==> src/rtl/mcu_pkg.sv <==
// Shared encodings for the MCU sequencer: FSM states and the mux state codes
// that the sequencer drives and the mux-array benches decode.
package mcu_pkg;

  typedef enum logic [1:0] {
    ST_IDLE  = 2'd0,
    ST_LOAD  = 2'd1,
    ST_CONV  = 2'd2,
    ST_DRAIN = 2'd3
  } fsm_state_e;

  typedef enum logic [1:0] {
    MUX_LOAD  = 2'd0,
    MUX_CONV  = 2'd1,
    MUX_DRAIN = 2'd2
  } mux_state_e;

  // IDLE shares the LOAD code so the mux array sits in a harmless state.
  function automatic mux_state_e mux_code(input fsm_state_e s);
    case (s)
      ST_CONV:  return MUX_CONV;
      ST_DRAIN: return MUX_DRAIN;
      default:  return MUX_LOAD;
    endcase
  endfunction

endpackage

==> src/rtl/mod_counter.sv <==
// Modulo-MODULUS up counter with synchronous clear and a terminal-count flag.
module mod_counter #(
  parameter int MODULUS = 4,
  localparam int W = (MODULUS > 1) ? $clog2(MODULUS) : 1
) (
  input  logic         i_CLK,
  input  logic         i_RST_n,
  input  logic         i_en,
  input  logic         i_clr,
  output logic [W-1:0] o_count,
  output logic         o_tc
);

  localparam logic [W-1:0] LAST = W'(MODULUS - 1);

  logic [W-1:0] r_count;

  // NOTE: state updates use <= so every flop samples pre-edge values together.
  always_ff @(posedge i_CLK or negedge i_RST_n) begin
    if (!i_RST_n) begin
      r_count <= '0;
    end else if (i_clr) begin
      r_count <= '0;
    end else if (i_en) begin
      r_count <= (r_count == LAST) ? '0 : r_count + 1'b1;
    end
  end

  assign o_count = r_count;
  assign o_tc    = (r_count == LAST);

endmodule

==> src/rtl/mcu_sequencer.sv <==
// Per-column sequencer: loads N+2 rows, runs N/2+1 convolution steps, then
// drains N results downstream, repeating for IMAGE_WIDTH columns per frame.
module mcu_sequencer
  import mcu_pkg::*;
#(
  parameter int N           = 2,
  parameter int STATES      = 3,
  parameter int IMAGE_WIDTH = 640
) (
  input  logic                         i_CLK,
  input  logic                         i_RST_n,
  input  logic                         i_start,
  input  logic                         i_valid,
  output logic                         o_ready,
  output logic                         o_valid,
  input  logic                         i_ready,
  output logic [$clog2(STATES)-1:0]    o_state,
  output logic [$clog2(N/2+1):0]       o_substate,
  output logic [$clog2(N+2)-1:0]       o_memSelect,
  output logic                         o_memWrEn,
  output logic                         o_busy,
  output logic                         o_frameDone
);

  localparam int STW   = $clog2(STATES);
  localparam int SEL_W = $clog2(N + 2);
  localparam int SUB_W = $clog2(N / 2 + 1);
  localparam int COL_W = (IMAGE_WIDTH > 1) ? $clog2(IMAGE_WIDTH) : 1;

  fsm_state_e       r_state;
  fsm_state_e       w_next;
  logic [STW-1:0]   r_state_code;
  logic             r_busy;
  logic             r_frame_done;

  logic [SEL_W-1:0] w_sel;
  logic             w_sel_tc;
  logic             w_sel_en;
  logic             w_sel_clr;
  logic             w_sel_last_out;
  logic [SUB_W-1:0] w_sub;
  logic             w_sub_tc;
  logic             w_sub_en;
  logic [COL_W-1:0] w_col;
  logic             w_col_tc;
  logic             w_col_en;
  logic             w_col_clr;
  logic             w_frame_end;
  logic             w_unused_col;

  mod_counter #(.MODULUS(N + 2)) u_sel_cnt (
    .i_CLK   (i_CLK),
    .i_RST_n (i_RST_n),
    .i_en    (w_sel_en),
    .i_clr   (w_sel_clr),
    .o_count (w_sel),
    .o_tc    (w_sel_tc)
  );

  mod_counter #(.MODULUS(N / 2 + 1)) u_sub_cnt (
    .i_CLK   (i_CLK),
    .i_RST_n (i_RST_n),
    .i_en    (w_sub_en),
    .i_clr   (1'b0),
    .o_count (w_sub),
    .o_tc    (w_sub_tc)
  );

  mod_counter #(.MODULUS(IMAGE_WIDTH)) u_col_cnt (
    .i_CLK   (i_CLK),
    .i_RST_n (i_RST_n),
    .i_en    (w_col_en),
    .i_clr   (w_col_clr),
    .o_count (w_col),
    .o_tc    (w_col_tc)
  );

  // The column index itself is only consumed through its terminal count.
  assign w_unused_col   = ^w_col;
  assign w_sel_last_out = (w_sel == SEL_W'(N - 1));
  assign w_frame_end    = (r_state == ST_DRAIN) && i_ready && w_sel_last_out && w_col_tc;

  always_ff @(posedge i_CLK or negedge i_RST_n) begin
    if (!i_RST_n) begin
      r_state      <= ST_IDLE;
      r_state_code <= '0;
      r_busy       <= 1'b0;
      r_frame_done <= 1'b0;
    end else begin
      r_state      <= w_next;
      r_state_code <= STW'(mux_code(w_next));
      r_busy       <= (w_next != ST_IDLE);
      r_frame_done <= w_frame_end;
    end
  end

  // NOTE: every comb output gets a default first so no path can infer a latch.
  always_comb begin
    w_next = r_state;
    case (r_state)
      ST_IDLE:  if (i_start) w_next = ST_LOAD;
      ST_LOAD:  if (i_valid && w_sel_tc) w_next = ST_CONV;
      ST_CONV:  if (w_sub_tc) w_next = ST_DRAIN;
      ST_DRAIN: if (i_ready && w_sel_last_out) w_next = w_col_tc ? ST_IDLE : ST_LOAD;
      default:  w_next = ST_IDLE;
    endcase
  end

  always_comb begin
    o_ready   = 1'b0;
    o_valid   = 1'b0;
    o_memWrEn = 1'b0;
    w_sel_en  = 1'b0;
    w_sel_clr = 1'b0;
    w_sub_en  = 1'b0;
    w_col_en  = 1'b0;
    w_col_clr = 1'b0;
    case (r_state)
      ST_IDLE: begin
        w_col_clr = i_start;
      end
      ST_LOAD: begin
        o_ready   = 1'b1;
        o_memWrEn = i_valid;
        w_sel_en  = i_valid;
      end
      ST_CONV: begin
        w_sub_en = 1'b1;
      end
      ST_DRAIN: begin
        o_valid = 1'b1;
        if (i_ready) begin
          if (w_sel_last_out) begin
            w_sel_clr = 1'b1;
            w_col_en  = 1'b1;
          end else begin
            w_sel_en = 1'b1;
          end
        end
      end
      default: ;
    endcase
  end

  assign o_state     = r_state_code;
  assign o_substate  = {1'b0, w_sub};
  assign o_memSelect = w_sel;
  assign o_busy      = r_busy;
  assign o_frameDone = r_frame_done;

endmodule

==> config.mk <==
export PLATFORM = sky130hd
export DESIGN_NAME = mcu_sequencer
export DESIGN_NICKNAME = d
export VERILOG_FILES = /design/src/rtl/mcu_pkg.sv /design/src/rtl/mod_counter.sv /design/src/rtl/mcu_sequencer.sv
export SDC_FILE = /design/constraint.sdc
export NUM_CORES = 1
export LEC_CHECK = 0
export ABC_AREA = 1
export CORE_MARGIN = 3
export CORE_UTILIZATION = 45
export CTS_CLUSTER_SIZE = 10
export DETAILED_ROUTE_END_ITERATION = 10
export HOLD_SLACK_MARGIN = 0.06
export PLACE_DENSITY = 0.68
export SLEW_MARGIN = 15
export SYNTH_ARGS = -nofsm -noshare
export SYNTH_HDL_FRONTEND = slang
export SYNTH_SLANG_ARGS = --single-unit
==> constraint.sdc <==
create_clock -name i_CLK -period 4.33 [get_ports i_CLK]
set_clock_uncertainty 0.2 [all_clocks]
set_input_delay 0.6495 -clock i_CLK [delete_from_list [all_inputs] [get_ports i_CLK]]
set_output_delay 0.6495 -clock i_CLK [all_outputs]
set_load 0.01 [all_outputs]
==> results.toml, run 1 <==
[status]
outcome = "complete, no violations"

[critical_path]
reg2reg_from = "u_col_cnt.o_count[0]$_DFFE_PN0P_"
crit_type = "primary input to output port"
cp-start-kind = "primary input"
crit_fanout = 2
timing.reg2reg.setup_slack_ns = 2.71
r2r-end = "o_state[1]$_DFF_PN0_"
cp.arrival_ns = 1.78
r2r_cells = 8
crit_path_end_kind = "output port"
required_ns = 3.48

[floorplanning]
core.rowCount = 16
dieArea_um2 = 2950
coreArea_um2 = 2080
io_pins = 16
fp.dieW_um = 54.3
start_util_pct = 50.5
die_y_um = 54.3

[global_route]
grt_util_met2_pct = 26.1
grt_pass1_wl_um = 3530
antenna_found_initial = 0
met3_usage_pct = 2.45
grt_pass1_vias = 859
gr-usage-all-layers_pct = 16.6
grtUsageMet1_pct = 21.6
grt_overflow = 0
grt_max_degree = 20
grt_busiest_layer = "met2"

[timing]
worst_slew_pin_slew_ns = 0.848
rsz0062_at_grt = "no"
fin_tns_setup_ns = 0
fmax_mhz = 380
slew_headroom_pct = 43.3
hold_viol = 0
timing.final.ws_setup_ns = 1.70
min_period_ns = 2.63
fin_crit_sh_pct = 60.8
setup_viol = 0
drv_slew = 0

[final_layout]
antenna_cells = 0
drive_gt1_share_pct = 12.2
fillers = 202
fin_area_um2 = 1220
syn_to_final_growth_pct = 16.2
nets = 156
fin_cells = 174

[yosys]
netlist_top_cells_area = "dfrtp_1, nand2_1, nor2_1, inv_1, nand3_1"
syn_inst = 132
ys_warn_count = 0
synth_top_family_by_area = "simple AND/OR/NAND/NOR gates"
synth_xor_area_share_pct = 2.50
syn_area_per_cell_um2 = 7.96
synth_ff_type = "dfrtp_1"
muxShareOfSynthArea_pct = 0
synth_edf_count = 0
synth_top_area_share_pct = 45.2
ys_ff_latch = 19
synth_area_um2 = 1050
synthDistinctLibCells = 23
ys_seq_area_share_pct = 45.2
yosys.area.top_type = "dfrtp_1"
yosys-top-cells-count = "nand2_1, dfrtp_1, nor2_1, inv_1, nand3_1"
synth_fp_nets = 140
yosys.area_share.simple_pct = 34.0
synth-async-reset-ratio_pct = 100
synth_compound_area_share_pct = 3.81
synth.most_common_cell = "nand2_1"
synthAdderAreaFrac_pct = 3.57

[clock_tree]
cts_root_buf = "clkbuf_4"
cts_buffers = 3
worstSkewPairLatency_ns = 0.31
clockBufferDepth = 2
cts.clk_slew.worst_paths_ns = 0.10
cts_tree = "yes"
post_cts_resized = 0
htreeDepth = 1
cts_setup_buffers = 0
clock-sinks = 19
cts-hold-fix-buffers = 0

[drt]
antenna_left = 0
finalWirelength_um = 1920
drt-pass1-iter-count = 4
wl_per_cell_um = 11.0
route.detailed.drc = 0
vias = 848
vias_per_cell = 4.87
first_iter_violations = 18

[hold_path]
hold_path_end = "u_col_cnt.o_count[0]$_DFFE_PN0P_"
hold_class = "register to register"
min_from = "u_col_cnt.o_count[0]$_DFFE_PN0P_"
worstHoldPathCells = 1

[power]
p_leak_uw = 0.000662
power.density_nw_per_um2 = 516
irDropWorstVdd_v = 0.000329

[placement]
place_area_um2 = 1190
dpl.cell_count = 170
dp_hpwl_um = 1440
gp_congestion = 0.782
dp_slack_ns = 1.69
io_buffers = 14

[run]
cap_violations = 0
## routing by layer
metal	routed length, um	share of wire, %
met1	918	48
met3	65	3.4
met5	0	0
met2	899	47
met4	36	1.9
## area by class of cell
cell class	instances	area [um2]	share of cell area, %
clock buffer	4	26.3	2.15
inverter	21	80.1	6.56
timing repair buffer	14	140	11.5
sequential	19	475	38.9
multi-input combinational	89	465	38.1
tap	27	33.8	2.77
## worst max-delay path by stage
stage / cells past startpoint / slack, ns / endpoint / startpoint
2_1_floorplan: 4 / 2.63 / o_memWrEn / r_state[0]$_DFF_PN0_
6_report: 4 / 1.70 / o_memWrEn / i_valid
3_3_place_gp: 4 / 1.71 / o_memWrEn / i_valid
4_1_cts: 4 / 1.69 / o_memWrEn / i_valid
5_1_grt: 4 / 1.67 / o_memWrEn / i_valid
3_5_place_dp: 4 / 1.69 / o_memWrEn / i_valid
## power breakdown
group          total [uW]  internal (uW)  switching [uW]
Sequential            260            226            34.5
Clock                93.0           35.9            57.0
Combinational         277            125             152
## critical path: stages
cell and delay [ns]:
clkdlybuf4s50_1 0.48, nand2_1 0.07, inv_1 0.06, clkdlybuf4s50_1 0.53
## placed cells by master (no fill, tap or decap)
master / synthesis / final
clkbuf_4: 0 / 3
nor3_1: 1 / 1
xor2_1: 3 / 3
a21oi_1: 6 / 6
nor2_4: 1 / 1
clkbuf_1: 0 / 1
nand3_1: 10 / 10
nand3_2: 2 / 2
nand2_4: 2 / 2
nand4_1: 3 / 3
o21ai_1: 1 / 1
nand2_2: 3 / 3
o21ai_0: 1 / 1
nand2_1: 33 / 33
nor2_1: 17 / 17
inv_2: 4 / 4
clkinv_2: 1 / 1
inv_1: 16 / 16
dfrtp_1: 19 / 19
conb_1: 1 / 1
nand3_4: 1 / 1
or2_2: 1 / 1
ha_1: 3 / 3
clkdlybuf4s50_1: 0 / 14
## cell families (layout without fill, tap and decap cells)
| logic type | after synthesis | in the layout |
|---|---|---|
| compound gates | 8 | 8 |
| xor+xnor | 3 | 3 |
| fa+ha+maj | 3 | 3 |
| buf+inv | 24 | 39 |
| flops | 19 | 19 |
| other cells | 1 | 1 |
| simple gates | 74 | 74 |
## flip-flops by register name, summed over array words and instances (netlist names)
| name | flops |
|---|---|
| u_sub_cnt.o_count | 1 |
| o_busy | 1 |
| u_col_cnt.o_count | 10 |
| u_sel_cnt.o_count | 2 |
| o_state | 2 |
| o_frameDone | 1 |
| r_state | 2 |
## stage by stage
stage	utilization, %	total power [uW]	hold WS (ns)
5_1_grt	58.7	690	0.383
3_5_place_dp	57.4	544	0.296
6_report	58.7	630	0.305
3_3_place_gp	57.4	537	0.294
4_1_cts	58.7	635	0.311
2_1_floorplan	-	447	0.154
Note: power is estimated with default switching activity, not from simulation.
==> inputs of run 2 (changes only) <==
- PLACE_DENSITY: 0.68 -> 0.71
- clock period: 4.33 -> 2.14 ns (I/O delays scaled with it)
==> results.toml, run 2 (synthesis gave the netlist of run 1 again) <==
[floorplanning]
coreArea_um2 = 2080
core.rowCount = 16
dieArea_um2 = 2950
die_y_um = 54.3
io_pins = 16
fp.dieW_um = 54.3
start_util_pct = 50.5

[drt]
finalWirelength_um = 1890
route.detailed.drc = 0
drt-pass1-iter-count = 4
antenna_left = 0
wl_per_cell_um = 10.8
vias = 852
vias_per_cell = 4.87
first_iter_violations = 14

[status]
outcome = "complete, no violations"

[timing]
drv_slew = 0
setup_viol = 0
fmax_mhz = 493
min_period_ns = 2.03
rsz0062_at_grt = "no"
fin_hold_ws_ns = 0.146
hold_viol = 0
fin_tns_setup_ns = 0
fin_crit_sh_pct = 94.7

[final_layout]
final_common_cell = "nand2_1"
largest_reg_flops = 10
antenna_cells = 0
drive_gt1_share_pct = 14.2
layout_common_cells = "nand2_1, dfrtp_1, inv_1, nor2_1, clkdlybuf4s50_1"
syn_to_final_growth_pct = 18.0
nets = 157
fin_cells = 175

[global_route]
grt_pass1_wl_um = 3440
grt_max_degree = 20
grt_overflow = 0
antenna_found_initial = 0
grt_pass1_vias = 795
gr-usage-all-layers_pct = 16.2

[clock_tree]
clock-sinks = 19
cts_buffers = 3
htreeDepth = 1
cts_setup_buffers = 0
worstSkewPairLatency_ns = 0.29
post_cts_resized = 1
clockBufferDepth = 2
cts-hold-fix-buffers = 0
cts_tree = "yes"
cts_root_buf = "clkbuf_4"
cts.clk_slew.worst_paths_ns = 0.10

[critical_path]
crit_type = "register to output port"
crit_chain = "nand2_1 -> clkinv_2 -> clkdlybuf4s50_1"
cp.arrival_ns = 1.51
crit_path_end_kind = "output port"
slowest_delay_ns = 0.54
critPathSlowestCell = "clkdlybuf4s50_1"
required_ns = 1.62
crit_fanout = 4
cp-start-kind = "register"

[power]
totalPowerFinal_uw = 1290
p_leak_uw = 0.000685
irDropWorstVdd_v = 0.000612
power.density_nw_per_um2 = 1040

[hold_path]
hold_class = "primary input to async pin"

[placement]
dpl.cell_count = 171
dp_hpwl_um = 1450
gp_congestion = 0.802
io_buffers = 14

[run]
cap_violations = 0
run 2: cell types whose count changed in the layout (fill, tap and decap cells not counted):
| cell | before | now |
|---|---|---|
| clkinv_2 | 1 | 2 |
| dlymetal6s2s_1 | 0 | 1 |
| nor2_4 | 1 | 2 |
| buf_4 | 0 | 1 |
| nor2_1 | 17 | 16 |
| clkdlybuf4s50_1 | 14 | 13 |
| clkbuf_1 | 1 | 0 |
run 2: per-layer routing:
metal	share of wire, %	vias up	track usage [%]
li1	-	440	-
met2	47	19	26.1
met1	48	391	20.8
met3	4.5	2	5.72
met4	0.48	0	3.73
met5	0	-	0
run 2: cell type report:
type	instances	area (um2)
clock buffer	3	22.5
fill	194	842
sequential	19	475
multi-input combinational	89	473
inverter	21	80.1
tap	27	33.8
timing repair buffer	15	150
clock inverter	1	5.00
run 2: worst max-delay path, delay by kind of cell, from the launching register on:
| kind | cells | cell delay, ns |
|---|---|---|
| buffers and inverters | 2 | 0.64 |
| and+or+nand+nor | 1 | 0.11 |
| DFF | 1 | 0.46 |
run 2: worst paths after layout:
check / start / endpoint / slack (ns) / cells past startpoint
setup / recovery: r_state[1]$_DFF_PN0_ / o_valid / 0.11 / 3
hold / removal: i_RST_n / u_sub_cnt.o_count$_DFFE_PN0P_ / 0.15 / 2
setup reg to reg: u_col_cnt.o_count[0]$_DFFE_PN0P_ / o_state[1]$_DFF_PN0_ / 0.53 / 8
hold reg to reg: u_col_cnt.o_count[0]$_DFFE_PN0P_ / u_col_cnt.o_count[0]$_DFFE_PN0P_ / 0.33 / 1
max in group asynchronous: i_RST_n / u_col_cnt.o_count[1]$_DFFE_PN0P_ / 1.40 / 2
min in group i_CLK: u_col_cnt.o_count[0]$_DFFE_PN0P_ / u_col_cnt.o_count[0]$_DFFE_PN0P_ / 0.33 / 1
run 2: power breakdown:
group / switching, uW / internal [uW] / leakage (uW)
sequential: 75.8 / 457 / 0.000249
combinational: 319 / 258 / 0.000418
clock: 107 / 69.6 / 0.0000177
run 2: metrics by stage:
| stage | worst slack (ns) | cell area, um2 | util, % |
|---|---|---|---|
| finish | 0.113 | 1240 | 59.6 |
| global route | 0.0361 | 1240 | 59.6 |
| CTS | 0.0289 | 1230 | 59.2 |
| detailed placement | 0.148 | 1200 | 57.8 |
| global placement | 0.176 | 1200 | 57.8 |
| floorplan | 0.587 | 1050 | - |
==> inputs of run 3 (changes only) <==
--- a/config.mk
+++ b/config.mk
@@ -12,5 +12,6 @@
 export DETAILED_ROUTE_END_ITERATION = 10
 export HOLD_SLACK_MARGIN = 0.06
-export PLACE_DENSITY = 0.71
+export PLACE_DENSITY = 0.68
+export REMOVE_ABC_BUFFERS = 1
 export SLEW_MARGIN = 15
 export SYNTH_ARGS = -nofsm -noshare
==> constraint.sdc (replaced) <==
create_clock -name i_CLK -period 2.1 [get_ports i_CLK]
set_clock_uncertainty 0.2 [all_clocks]
set_input_delay 0.42 -clock i_CLK [delete_from_list [all_inputs] [get_ports i_CLK]]
set_output_delay 0.42 -clock i_CLK [all_outputs]
set_load 0.01 [all_outputs]
==> results.toml, run 3 (synthesis gave the netlist of run 1 again) <==
[final_layout]
syn_to_final_growth_pct = 19.6
fillers = 195
nets = 160
regArea_um2 = 475
drive_gt1_share_pct = 15.2
largest_reg_flops = 10
antenna_cells = 0
multi_input_area_um2 = 468
fin_cells = 178
layout_common_cells = "nand2_1, dfrtp_1, inv_1, nor2_1, clkdlybuf4s50_1"
final_common_cell = "nand2_1"

[global_route]
grt_max_degree = 20
antenna_found_initial = 0
gr-usage-all-layers_pct = 16.5
grt_pass1_wl_um = 3480
grt_overflow = 0
grt_pass1_vias = 865

[timing]
rsz0062_at_grt = "no"
drv_slew = 0
timing.final.ws_setup_ns = 0.201
fin_tns_setup_ns = 0
setup_viol = 0
fin_crit_sh_pct = 90.4
min_period_ns = 1.90
fmax_mhz = 527
hold_viol = 0

[placement]
io_buffers = 14
dp_slack_ns = -0.0663
dpl.cell_count = 172
gp_congestion = 0.799
dp_hpwl_um = 1440

[drt]
finalWirelength_um = 1860
drt-pass1-iter-count = 4
vias = 844
route.detailed.drc = 0
vias_per_cell = 4.74
antenna_left = 0
first_iter_violations = 17
wl_per_cell_um = 10.5

[floorplanning]
fp.dieW_um = 54.3
dieArea_um2 = 2950
die_y_um = 54.3
start_util_pct = 50.5
coreArea_um2 = 2080
core.rowCount = 16
io_pins = 16

[power]
p_clk_share_pct = 13.8
irDropWorstVdd_v = 0.000696
p_leak_uw = 0.000711
p_int_uw = 817
p_comb_share_pct = 45.2
pwr-share-seq_pct = 41.0
power.density_nw_per_um2 = 1050
switchingPower_uw = 500
swShare_pct = 38.0

[clock_tree]
cts_root_buf = "clkbuf_4"
cts_tree = "yes"
clockBufferDepth = 2
cts-hold-fix-buffers = 0
clock-sinks = 19
htreeDepth = 1
worstSkewPairLatency_ns = 0.29
cts_buffers = 3
cts.clk_slew.worst_paths_ns = 0.10

[critical_path]
cp-start-kind = "register"
crit_path_end_kind = "output port"
critPathSlowestCell = "clkdlybuf4s50_1"
critPathBufInv = 1
critPathTopFamily = "buffers and inverters"
crit_chain = "clkdlybuf4s50_1"
slowest_delay_ns = 0.56
crit_type = "register to output port"
required_ns = 1.48
cp.arrival_ns = 1.28
crit_fanout = 5
worstSetupStartpoint = "u_sel_cnt.o_count[0]$_DFFE_PN0P_"
reg2reg_from = "u_col_cnt.o_count[0]$_DFFE_PN0P_"

[hold_path]
hold_class = "primary input to async pin"

[status]
outcome = "complete, no violations"

[run]
cap_violations = 0
run 3: cell types whose count changed in the layout (fill, tap and decap cells not counted), sizes merged:
cell           before  now
buf                 1    4
clkdlybuf4s50      13   11
clkbuf              3    4
clkinv              2    1
dlygate4sd2         0    1
dlymetal6s2s        1    2
run 3: layout make-up:
type | instances | share of cell area [%]
inverters | 21 | 6.37
clock buffers | 4 | 2.09
repair buffers | 18 | 13.8
flip-flops and latches | 19 | 37.8
multi-input cells | 89 | 37.2
well taps | 27 | 2.69
run 3: per-stage QoR:
stage                     hold slack, ns  total power (uW)  area [um2]  utilization [%]
after global placement             0.291              1120        1210             58.1
after floorplan                  -0.0756               887        1020                -
after global routing               0.248              1450        1260             60.4
final                              0.249              1320        1260             60.4
after detailed placement           0.292              1130        1210             58.1
after CTS                          0.248              1340        1250             60.2
run 3: worst paths after layout:
check                                              endpoint  slack (ns)  cells after the start
max reg2reg                u_col_cnt.o_count[6]$_DFFE_PN0P_        0.50                      8
max in group asynchronous  u_col_cnt.o_count[4]$_DFFE_PN0P_        1.24                      2
min                           u_sub_cnt.o_count$_DFFE_PN0P_        0.25                      2
max                                          o_memSelect[0]        0.20                      1
min in group i_CLK         u_col_cnt.o_count[0]$_DFFE_PN0P_        0.31                      1
min reg2reg                u_col_cnt.o_count[0]$_DFFE_PN0P_        0.31                      1
run 3: repair_timing:
action                                  4_1_cts  5_1_grt
gates resized for setup                       2        2
buffers inserted                              2        0
endpoints found under the setup margin        2        2
run 3: power by group through the flow:
stage	clock, uW	sequential [uW]	combinational [uW]
after floorplan	0	563	324
after CTS	190	541	608
after global routing	211	560	675
after global placement	0	543	574
final	182	539	595
after detailed placement	0	549	584
run 3: per-layer routing:
metal	GRT usage (%)	vias up	wire length, um
li1	-	441	-
met1	19.9	392	897
met2	28.1	9	899
met3	3.27	2	53
met4	7.47	0	12
met5	0	-	0
